===== src/rtl/axi_st_pkg.sv =====
// AXI Stream shared widths and the packed FIFO word width helper.
// Imported by the stream interface, the FIFO top and its storage.
package axi_st_pkg;

  localparam int SYMBOL_W   = 8;
  localparam int SYMBOL_NUM = 16;
  localparam int DATA_W     = SYMBOL_W * SYMBOL_NUM;
  localparam int TID_W      = 8;
  localparam int TDEST_W    = 8;
  localparam int TUSER_W    = 8;

  // {tdata, tstrb, tkeep, tlast, tid, tdest, tuser}
  function automatic int axi_st_word_w(
    input int data_w,
    input int sym_num,
    input int tid_w,
    input int tdest_w,
    input int tuser_w
  );
    return data_w + 2 * sym_num + 1
         + tid_w + tdest_w + tuser_w;
  endfunction

endpackage


===== src/rtl/axi_st_if.sv =====
// Stream bundle (master drives payload/tvalid, slave drives tready)
// and the clock/reset bundle consumed through its sink modport.
interface axi_st_if
  import axi_st_pkg::*;
#(
  parameter int DATA_W     = axi_st_pkg::DATA_W,
  parameter int SYMBOL_NUM = axi_st_pkg::SYMBOL_NUM,
  parameter int TID_W      = axi_st_pkg::TID_W,
  parameter int TDEST_W    = axi_st_pkg::TDEST_W,
  parameter int TUSER_W    = axi_st_pkg::TUSER_W
) ();
  logic                  tvalid;
  logic                  tready;
  logic [DATA_W-1:0]     tdata;
  logic [SYMBOL_NUM-1:0] tstrb;
  logic [SYMBOL_NUM-1:0] tkeep;
  logic                  tlast;
  logic [TID_W-1:0]      tid;
  logic [TDEST_W-1:0]    tdest;
  logic [TUSER_W-1:0]    tuser;

  modport master (
    output tvalid, tdata, tstrb, tkeep,
    output tlast, tid, tdest, tuser,
    input  tready
  );

  modport slave (
    input  tvalid, tdata, tstrb, tkeep,
    input  tlast, tid, tdest, tuser,
    output tready
  );
endinterface

interface clk_rst_if ();
  logic clk;
  logic rst;

  modport sink (input clk, input rst);
endinterface


===== src/rtl/axi_st_fifo_mem.sv =====
// Simple dual-port storage: one write port, one registered read port.
// Ports: clk_i, rst_i (read register only), we/waddr/wdata, raddr/rdata.
module axi_st_fifo_mem #(
  parameter int WIDTH = 8,
  parameter int DEPTH = 16
) (
  input  logic                     clk_i,
  input  logic                     rst_i,
  input  logic                     we_i,
  input  logic [$clog2(DEPTH)-1:0] waddr_i,
  input  logic [WIDTH-1:0]         wdata_i,
  input  logic [$clog2(DEPTH)-1:0] raddr_i,
  output logic [WIDTH-1:0]         rdata_o
);

  logic [WIDTH-1:0] mem_q [DEPTH];
  logic [WIDTH-1:0] rdata_q;

  always_ff @(posedge clk_i) begin
    if (we_i) begin
      mem_q[waddr_i] <= wdata_i;
    end
  end

  // Reset only the read register so the port shows zeros in reset.
  always_ff @(posedge clk_i or posedge rst_i) begin
    if (rst_i) begin
      rdata_q <= '0;
    end else begin
      rdata_q <= mem_q[raddr_i];
    end
  end

  assign rdata_o = rdata_q;

endmodule


===== src/rtl/axi_st_pkt_fifo.sv =====
// AXI Stream FIFO with full sideband and optional store-and-forward.
// Ports: clk_rst (sink), s_axis (slave), m_axis (master), count, pkt_count.
module axi_st_pkt_fifo
  import axi_st_pkg::*;
#(
  parameter int SYMBOL_W   = axi_st_pkg::SYMBOL_W,
  parameter int SYMBOL_NUM = axi_st_pkg::SYMBOL_NUM,
  parameter int DATA_W     = axi_st_pkg::DATA_W,
  parameter int TID_W      = axi_st_pkg::TID_W,
  parameter int TDEST_W    = axi_st_pkg::TDEST_W,
  parameter int TUSER_W    = axi_st_pkg::TUSER_W,
  parameter int DEPTH      = 16,
  parameter bit PKT_MODE   = 1'b0
) (
  clk_rst_if.sink                     clk_rst,
  axi_st_if.slave                     s_axis,
  axi_st_if.master                    m_axis,
  output logic [$clog2(DEPTH+1)-1:0] count,
  output logic [$clog2(DEPTH+1)-1:0] pkt_count
);

  localparam int AW = $clog2(DEPTH);
  localparam int PW = AW + 1;
  localparam int CW = $clog2(DEPTH + 1);
  localparam int WW = axi_st_word_w(
    DATA_W, SYMBOL_NUM, TID_W, TDEST_W, TUSER_W);

  if (DATA_W != SYMBOL_W * SYMBOL_NUM) begin : g_bad_data_w
    $error("DATA_W must equal SYMBOL_W*SYMBOL_NUM");
  end
  if (DEPTH < 2 || (DEPTH & (DEPTH - 1)) != 0) begin : g_bad_depth
    $error("DEPTH must be a power of two >= 2");
  end

  logic          clk;
  logic          rst;
  logic [PW-1:0] wr_ptr_q, wr_ptr_d;
  logic [PW-1:0] rd_ptr_q, rd_ptr_d;
  logic [CW-1:0] count_q, count_d;
  logic [CW-1:0] pkt_q, pkt_d;
  logic [CW-1:0] pkt_old;
  logic [PW-1:0] avail;
  logic          m_tvalid_q, m_tvalid_d;
  logic          full;
  logic          wr_en;
  logic          rd_en;
  logic [WW-1:0] wdata;
  logic [WW-1:0] rdata;

  assign clk = clk_rst.clk;
  assign rst = clk_rst.rst;

  assign full = (wr_ptr_q[AW] != rd_ptr_q[AW])
             && (wr_ptr_q[AW-1:0] == rd_ptr_q[AW-1:0]);

  assign s_axis.tready = !full && !rst;
  assign wr_en = s_axis.tvalid && s_axis.tready;
  assign rd_en = m_tvalid_q && m_axis.tready;

  assign wdata = {s_axis.tdata, s_axis.tstrb,
                  s_axis.tkeep, s_axis.tlast,
                  s_axis.tid, s_axis.tdest,
                  s_axis.tuser};

  assign {m_axis.tdata, m_axis.tstrb,
          m_axis.tkeep, m_axis.tlast,
          m_axis.tid, m_axis.tdest,
          m_axis.tuser} = rdata;

  assign m_axis.tvalid = m_tvalid_q;
  assign count         = count_q;
  assign pkt_count     = pkt_q;

  always_comb begin
    wr_ptr_d = wr_ptr_q + PW'(wr_en);
    rd_ptr_d = rd_ptr_q + PW'(rd_en);

    unique case (1'b1)
      wr_en && !rd_en: count_d = count_q + CW'(1);
      rd_en && !wr_en: count_d = count_q - CW'(1);
      default:         count_d = count_q;
    endcase

    pkt_d = pkt_q;
    if (PKT_MODE) begin
      unique case (1'b1)
        (wr_en && s_axis.tlast)
          && !(rd_en && m_axis.tlast):
          pkt_d = pkt_q + CW'(1);
        (rd_en && m_axis.tlast)
          && !(wr_en && s_axis.tlast):
          pkt_d = pkt_q - CW'(1);
        default: pkt_d = pkt_q;
      endcase
    end

    // The output register is refilled from mem[rd_ptr_d] on this
    // edge, so only beats written before this edge are presentable.
    avail   = wr_ptr_q - rd_ptr_d;
    pkt_old = pkt_q - CW'(rd_en && m_axis.tlast);

    // avail[AW] set means the FIFO is full: oversized packets are
    // released cut-through so the writer can never deadlock.
    m_tvalid_d = (avail != '0)
              && (!PKT_MODE || pkt_old != '0 || avail[AW]);
  end

  always_ff @(posedge clk or posedge rst) begin
    if (rst) begin
      wr_ptr_q   <= '0;
      rd_ptr_q   <= '0;
      count_q    <= '0;
      pkt_q      <= '0;
      m_tvalid_q <= 1'b0;
    end else begin
      wr_ptr_q   <= wr_ptr_d;
      rd_ptr_q   <= rd_ptr_d;
      count_q    <= count_d;
      pkt_q      <= pkt_d;
      m_tvalid_q <= m_tvalid_d;
    end
  end

  axi_st_fifo_mem #(
    .WIDTH (WW),
    .DEPTH (DEPTH)
  ) u_mem (
    .clk_i   (clk),
    .rst_i   (rst),
    .we_i    (wr_en),
    .waddr_i (wr_ptr_q[AW-1:0]),
    .wdata_i (wdata),
    .raddr_i (rd_ptr_d[AW-1:0]),
    .rdata_o (rdata)
  );

endmodule


===== src/flat_wrapper.sv =====
// flat-port wrapper written by rule: the top's interface ports become plain ports
module axi_st_pkt_fifo_flat import axi_st_pkg::*;
#(
  parameter int SYMBOL_W   = axi_st_pkg::SYMBOL_W,
  parameter int SYMBOL_NUM = axi_st_pkg::SYMBOL_NUM,
  parameter int DATA_W     = axi_st_pkg::DATA_W,
  parameter int TID_W      = axi_st_pkg::TID_W,
  parameter int TDEST_W    = axi_st_pkg::TDEST_W,
  parameter int TUSER_W    = axi_st_pkg::TUSER_W,
  parameter int DEPTH      = 16,
  parameter bit PKT_MODE   = 1'b0
)
  (count, pkt_count, clk_rst_clk, clk_rst_rst, s_axis_tvalid, s_axis_tdata, s_axis_tstrb, s_axis_tkeep, s_axis_tlast, s_axis_tid, s_axis_tdest, s_axis_tuser, s_axis_tready, m_axis_tvalid, m_axis_tdata, m_axis_tstrb, m_axis_tkeep, m_axis_tlast, m_axis_tid, m_axis_tdest, m_axis_tuser, m_axis_tready);
  clk_rst_if clk_rst_i ();
  axi_st_if #(.DATA_W(DATA_W), .SYMBOL_NUM(SYMBOL_NUM), .TID_W(TID_W), .TDEST_W(TDEST_W), .TUSER_W(TUSER_W)) s_axis_i ();
  axi_st_if #(.DATA_W(DATA_W), .SYMBOL_NUM(SYMBOL_NUM), .TID_W(TID_W), .TDEST_W(TDEST_W), .TUSER_W(TUSER_W)) m_axis_i ();
  output logic [$clog2(DEPTH+1)-1:0] count;
  output logic [$clog2(DEPTH+1)-1:0] pkt_count;
  input wire logic [$bits(clk_rst_i.clk)-1:0] clk_rst_clk;
  input wire logic [$bits(clk_rst_i.rst)-1:0] clk_rst_rst;
  input wire logic [$bits(s_axis_i.tvalid)-1:0] s_axis_tvalid;
  input wire logic [$bits(s_axis_i.tdata)-1:0] s_axis_tdata;
  input wire logic [$bits(s_axis_i.tstrb)-1:0] s_axis_tstrb;
  input wire logic [$bits(s_axis_i.tkeep)-1:0] s_axis_tkeep;
  input wire logic [$bits(s_axis_i.tlast)-1:0] s_axis_tlast;
  input wire logic [$bits(s_axis_i.tid)-1:0] s_axis_tid;
  input wire logic [$bits(s_axis_i.tdest)-1:0] s_axis_tdest;
  input wire logic [$bits(s_axis_i.tuser)-1:0] s_axis_tuser;
  output wire logic [$bits(s_axis_i.tready)-1:0] s_axis_tready;
  output wire logic [$bits(m_axis_i.tvalid)-1:0] m_axis_tvalid;
  output wire logic [$bits(m_axis_i.tdata)-1:0] m_axis_tdata;
  output wire logic [$bits(m_axis_i.tstrb)-1:0] m_axis_tstrb;
  output wire logic [$bits(m_axis_i.tkeep)-1:0] m_axis_tkeep;
  output wire logic [$bits(m_axis_i.tlast)-1:0] m_axis_tlast;
  output wire logic [$bits(m_axis_i.tid)-1:0] m_axis_tid;
  output wire logic [$bits(m_axis_i.tdest)-1:0] m_axis_tdest;
  output wire logic [$bits(m_axis_i.tuser)-1:0] m_axis_tuser;
  input wire logic [$bits(m_axis_i.tready)-1:0] m_axis_tready;
  assign clk_rst_i.clk = clk_rst_clk;
  assign clk_rst_i.rst = clk_rst_rst;
  assign s_axis_i.tvalid = s_axis_tvalid;
  assign s_axis_i.tdata = s_axis_tdata;
  assign s_axis_i.tstrb = s_axis_tstrb;
  assign s_axis_i.tkeep = s_axis_tkeep;
  assign s_axis_i.tlast = s_axis_tlast;
  assign s_axis_i.tid = s_axis_tid;
  assign s_axis_i.tdest = s_axis_tdest;
  assign s_axis_i.tuser = s_axis_tuser;
  assign s_axis_tready = s_axis_i.tready;
  assign m_axis_tvalid = m_axis_i.tvalid;
  assign m_axis_tdata = m_axis_i.tdata;
  assign m_axis_tstrb = m_axis_i.tstrb;
  assign m_axis_tkeep = m_axis_i.tkeep;
  assign m_axis_tlast = m_axis_i.tlast;
  assign m_axis_tid = m_axis_i.tid;
  assign m_axis_tdest = m_axis_i.tdest;
  assign m_axis_tuser = m_axis_i.tuser;
  assign m_axis_i.tready = m_axis_tready;
  axi_st_pkt_fifo #(.SYMBOL_W(SYMBOL_W), .SYMBOL_NUM(SYMBOL_NUM), .DATA_W(DATA_W), .TID_W(TID_W), .TDEST_W(TDEST_W), .TUSER_W(TUSER_W), .DEPTH(DEPTH), .PKT_MODE(PKT_MODE)) u_core (.clk_rst(clk_rst_i), .s_axis(s_axis_i), .m_axis(m_axis_i), .count(count), .pkt_count(pkt_count));
endmodule

===== config.mk =====
export PLATFORM = sky130hd
export DESIGN_NAME = axi_st_pkt_fifo_flat
export DESIGN_NICKNAME = d
export VERILOG_FILES = /design/src/rtl/axi_st_pkg.sv /design/src/rtl/axi_st_if.sv /design/src/rtl/axi_st_fifo_mem.sv /design/src/rtl/axi_st_pkt_fifo.sv /design/src/flat_wrapper.sv
export SDC_FILE = /design/constraint.sdc
export NUM_CORES = 2
export LEC_CHECK = 0
export CORE_MARGIN = 2
export CORE_UTILIZATION = 55
export CTS_BUF_LIST = sky130_fd_sc_hd__clkbuf_4 sky130_fd_sc_hd__clkbuf_8
export CTS_CLUSTER_DIAMETER = 30
export DETAILED_ROUTE_END_ITERATION = 16
export GPL_TIMING_DRIVEN = 0
export PLACE_DENSITY_LB_ADDON = 0.08
export RECOVER_POWER = 50
export SLEW_MARGIN = 20
export SYNTH_ARGS = -nofsm -noshare
export SYNTH_HDL_FRONTEND = slang
export SYNTH_SLANG_ARGS = --single-unit
export TNS_END_PERCENT = 5

===== constraint.sdc =====
create_clock -name clk_rst_clk -period 36.4 [get_ports clk_rst_clk]
set_input_delay 3.64 -clock clk_rst_clk [delete_from_list [all_inputs] [get_ports clk_rst_clk]]
set_output_delay 3.64 -clock clk_rst_clk [all_outputs]
set_load 0.05 [all_outputs]

==> metrics.csv <==
metric,value,unit
status,finished with violations,
violations,"capacitance limit, slew limit",
h-tree-depth,6,
grt_pass1_wl,430100,um
clkTransAtPathRegs,0.05,ns
crit_path_end_kind,async pin,
fin_crit_sh,37.81,%
finalSetupViolations,0,
cp_slowest_cell,clkbuf_1,
crit_required,36.32,ns
period_needed,13.76,ns
r2r_end,u_core.u_mem.rdata_o[85],
grt_pass1_vias,62880,
regArea,93920,sq um
netlist_area,117900,sq um
yosys_register_bits,3161,
peakVddDrop,65.49,uV
drv_cap,9,
dpl_cell_area,129700,sq um
die_w,466.9,um
yosysWarnings,0,
cp.arrival,13.68,ns
r2r_start,u_core.m_axis.tvalid,
power_density,87.88,nW/um^2
ys_seq_area_share,79.68,%
hp-start,u_core.count[4],
die_h,466.9,um
power,12540,uW
ys.flop_type,edfxtp_1,
finalHoldViolCount,0,
crit_start,clk_rst_rst,
final_common_cell,edfxtp_1,
initial_utilization,55.46,%
synth_largest_area_cell,edfxtp_1,
layout_common_cells,"edfxtp_1, nand2_1, mux4_2",
grt_overflow,0,
avgRoutedWirePerCell,28.37,um
row_count,169,
drt_iter0_markers,6781,
dieArea,218000,sq um
grt_setup_unrepaired,no,
cts.hold.buffers_added,0,
ant_nets,0,
cts.sinks,3161,
multi_input_area,22570,sq um
gp_congestion,0.7558,
slew_headroom,-241.2,%
tritoncts,built,
hpwlAfterDp,200000,um
grt_use_total,27.54,%
numCtsBuffers,605,
path_buf_inv,4,
critPathMaxStageDelay,3.77,ns
cts_buffer_depth,4,
finalNetCount,7387,
crit_type,input port to async pin,
crit_fanout,68,
slew_viol_final,238,
cts_resized,0,
cp_cell_sequence,dlygate4sd3_1 > clkinvlp_2 > clkbuf_1 > clkbuf_1,
design_area,142700,sq um
cts-root-buf,clkbuf_8,
clock_latency,1.10,ns
endpoint,u_core.u_mem.rdata_o[123],
pin_count,386,
drc,0,
cp.depth,4,
vias_per_cell,5.912,
worst_pin_slew,5.118,ns
synth.distinct_cells,44,
coreArea,212500,sq um
firstDrtPassIters,6,
fmax,72.67,MHz
post-route-worst-setup-slack,22.64,ns
finClkSkew,0.05915,ns
synth_edf_count,2960,
grt_max_degree,69,
path_delay_family,buffers and inverters,
synth_top_area_share,75.41,%
synth.area.top_cells,"edfxtp_1, mux4_2, dfrtp_1",
hold_class,flop to flop,
syn_inst,5633,
r2r_cells,9,
postCtsSetupRepairBufs,0,
fill_cells,14136,
leakagePower,0.04933,uW
syn2layout_area_growth,21.04,%
rrSetupSlack,31.16,ns
avgSynthCellArea,20.92,sq um
dp_slack,26.88,ns
cp-start-kind,input port,
antenna_found_initial,71,
async_flop_share,6.359,%
wl,298100,um
cp_common_cell,clkbuf_1,
vias,62128,
port_buffers,380,
drive_above_1_share,30.87,%
==> kinds of logic after synthesis <==
logic type / Yosys count / share of synthesized area (%)
flops: 3161 / 79.68
simple gates: 1141 / 4.100
mux: 707 / 13.14
buf+inv: 324 / 1.211
compound gates: 268 / 1.580
xor+xnor: 19 / 0.1592
fa+ha+maj: 12 / 0.1274
other cells: 1 / 0.003182
==> worst min-delay path by stage <==
stage / endpoint / cells after the start
finish: u_core.count[4] / 1
global route: u_core.count[4] / 1
CTS: u_core.count[4] / 1
detailed placement: u_core.count[4] / 1
global placement: u_core.count[4] / 1
floorplan: u_core.wr_ptr_q[0] / 1
==> flip-flops by register name, indices dropped and copies added, names as in the netlist <==
signal / flops
u_core.u_mem.mem_q: 2960
u_core.u_mem.rdata_o: 185
u_core.count: 5
u_core.rd_ptr_q: 5
u_core.wr_ptr_q: 5
u_core.m_axis.tvalid: 1
==> routing by layer <==
metal / GRT usage (%) / vias to the layer above / share of wire, % / routed length (um)
li1: - / 26157 / - / -
met1: 39.33 / 32626 / 41 / 120800
met2: 42.33 / 2854 / 48 / 141900
met3: 6.584 / 467 / 8.9 / 26520
met4: 9.312 / 24 / 2.9 / 8579
met5: 0 / - / 0.058 / 172
==> synthesized netlist by cell type, types with 2 or more instances <==
library cell	number
a21oi_1	36
a31oi_1	152
a32oi_1	34
a41o_1	34
and2_1	3
and3_1	152
buf_1	52
buf_2	106
buf_4	21
clkbuf_1	138
dfrtp_1	201
edfxtp_1	2960
ha_1	12
inv_1	6
mux2i_1	34
mux4_2	672
nand2_1	879
nand2b_1	4
nand3_1	72
nor2_1	5
nor2b_1	3
nor3_1	10
nor3b_1	2
nor4_1	7
o211a_1	2
o21ai_0	3
xnor2_1	7
xor2_1	10
==> stage by stage <==
| stage | TNS [ns] | std cells | hold WS, ns | util [%] |
|---|---|---|---|---|
| global placement | -9356.18 | 8838 | 0.4620 | 58.92 |
| finish | 0 | 10508 | 0.4762 | 67.13 |
| floorplan | 0 | 5637 | 0.4730 | - |
| global route | 0 | 10494 | 0.5044 | 67.11 |
| CTS | 0 | 10478 | 0.4812 | 67.20 |
| detailed placement | 0 | 9400 | 0.4748 | 61.02 |
==> worst register-to-register path, stage by stage (launching register included) <==
cell	delay [ns]
dfrtp_1	0.46
and2_0	0.45
ha_1	0.26
ha_1	0.18
xor2_1	0.75
buf_2	0.76
buf_2	0.96
clkbuf_1	0.70
nand2_1	0.13
a31oi_1	0.44
==> area by class of cell <==
| type | instances | area share, % |
|---|---|---|
| clock inverters | 274 | 2.052 |
| multi-input cells | 2152 | 15.82 |
| inverters | 7 | 0.01930 |
| well taps | 2821 | 2.474 |
| plain buffers | 317 | 0.9884 |
| repair buffers | 942 | 5.610 |
| flip-flops and latches | 3161 | 65.83 |
| clock buffers | 804 | 7.152 |
| diodes | 30 | 0.05262 |
==> where the power goes <==
part	switching (uW)	internal, uW	total [uW]
Clock	1480	2260	3730
Sequential	110	4290	4400
Combinational	2750	1650	4400
(Power assumes the default switching activity.)
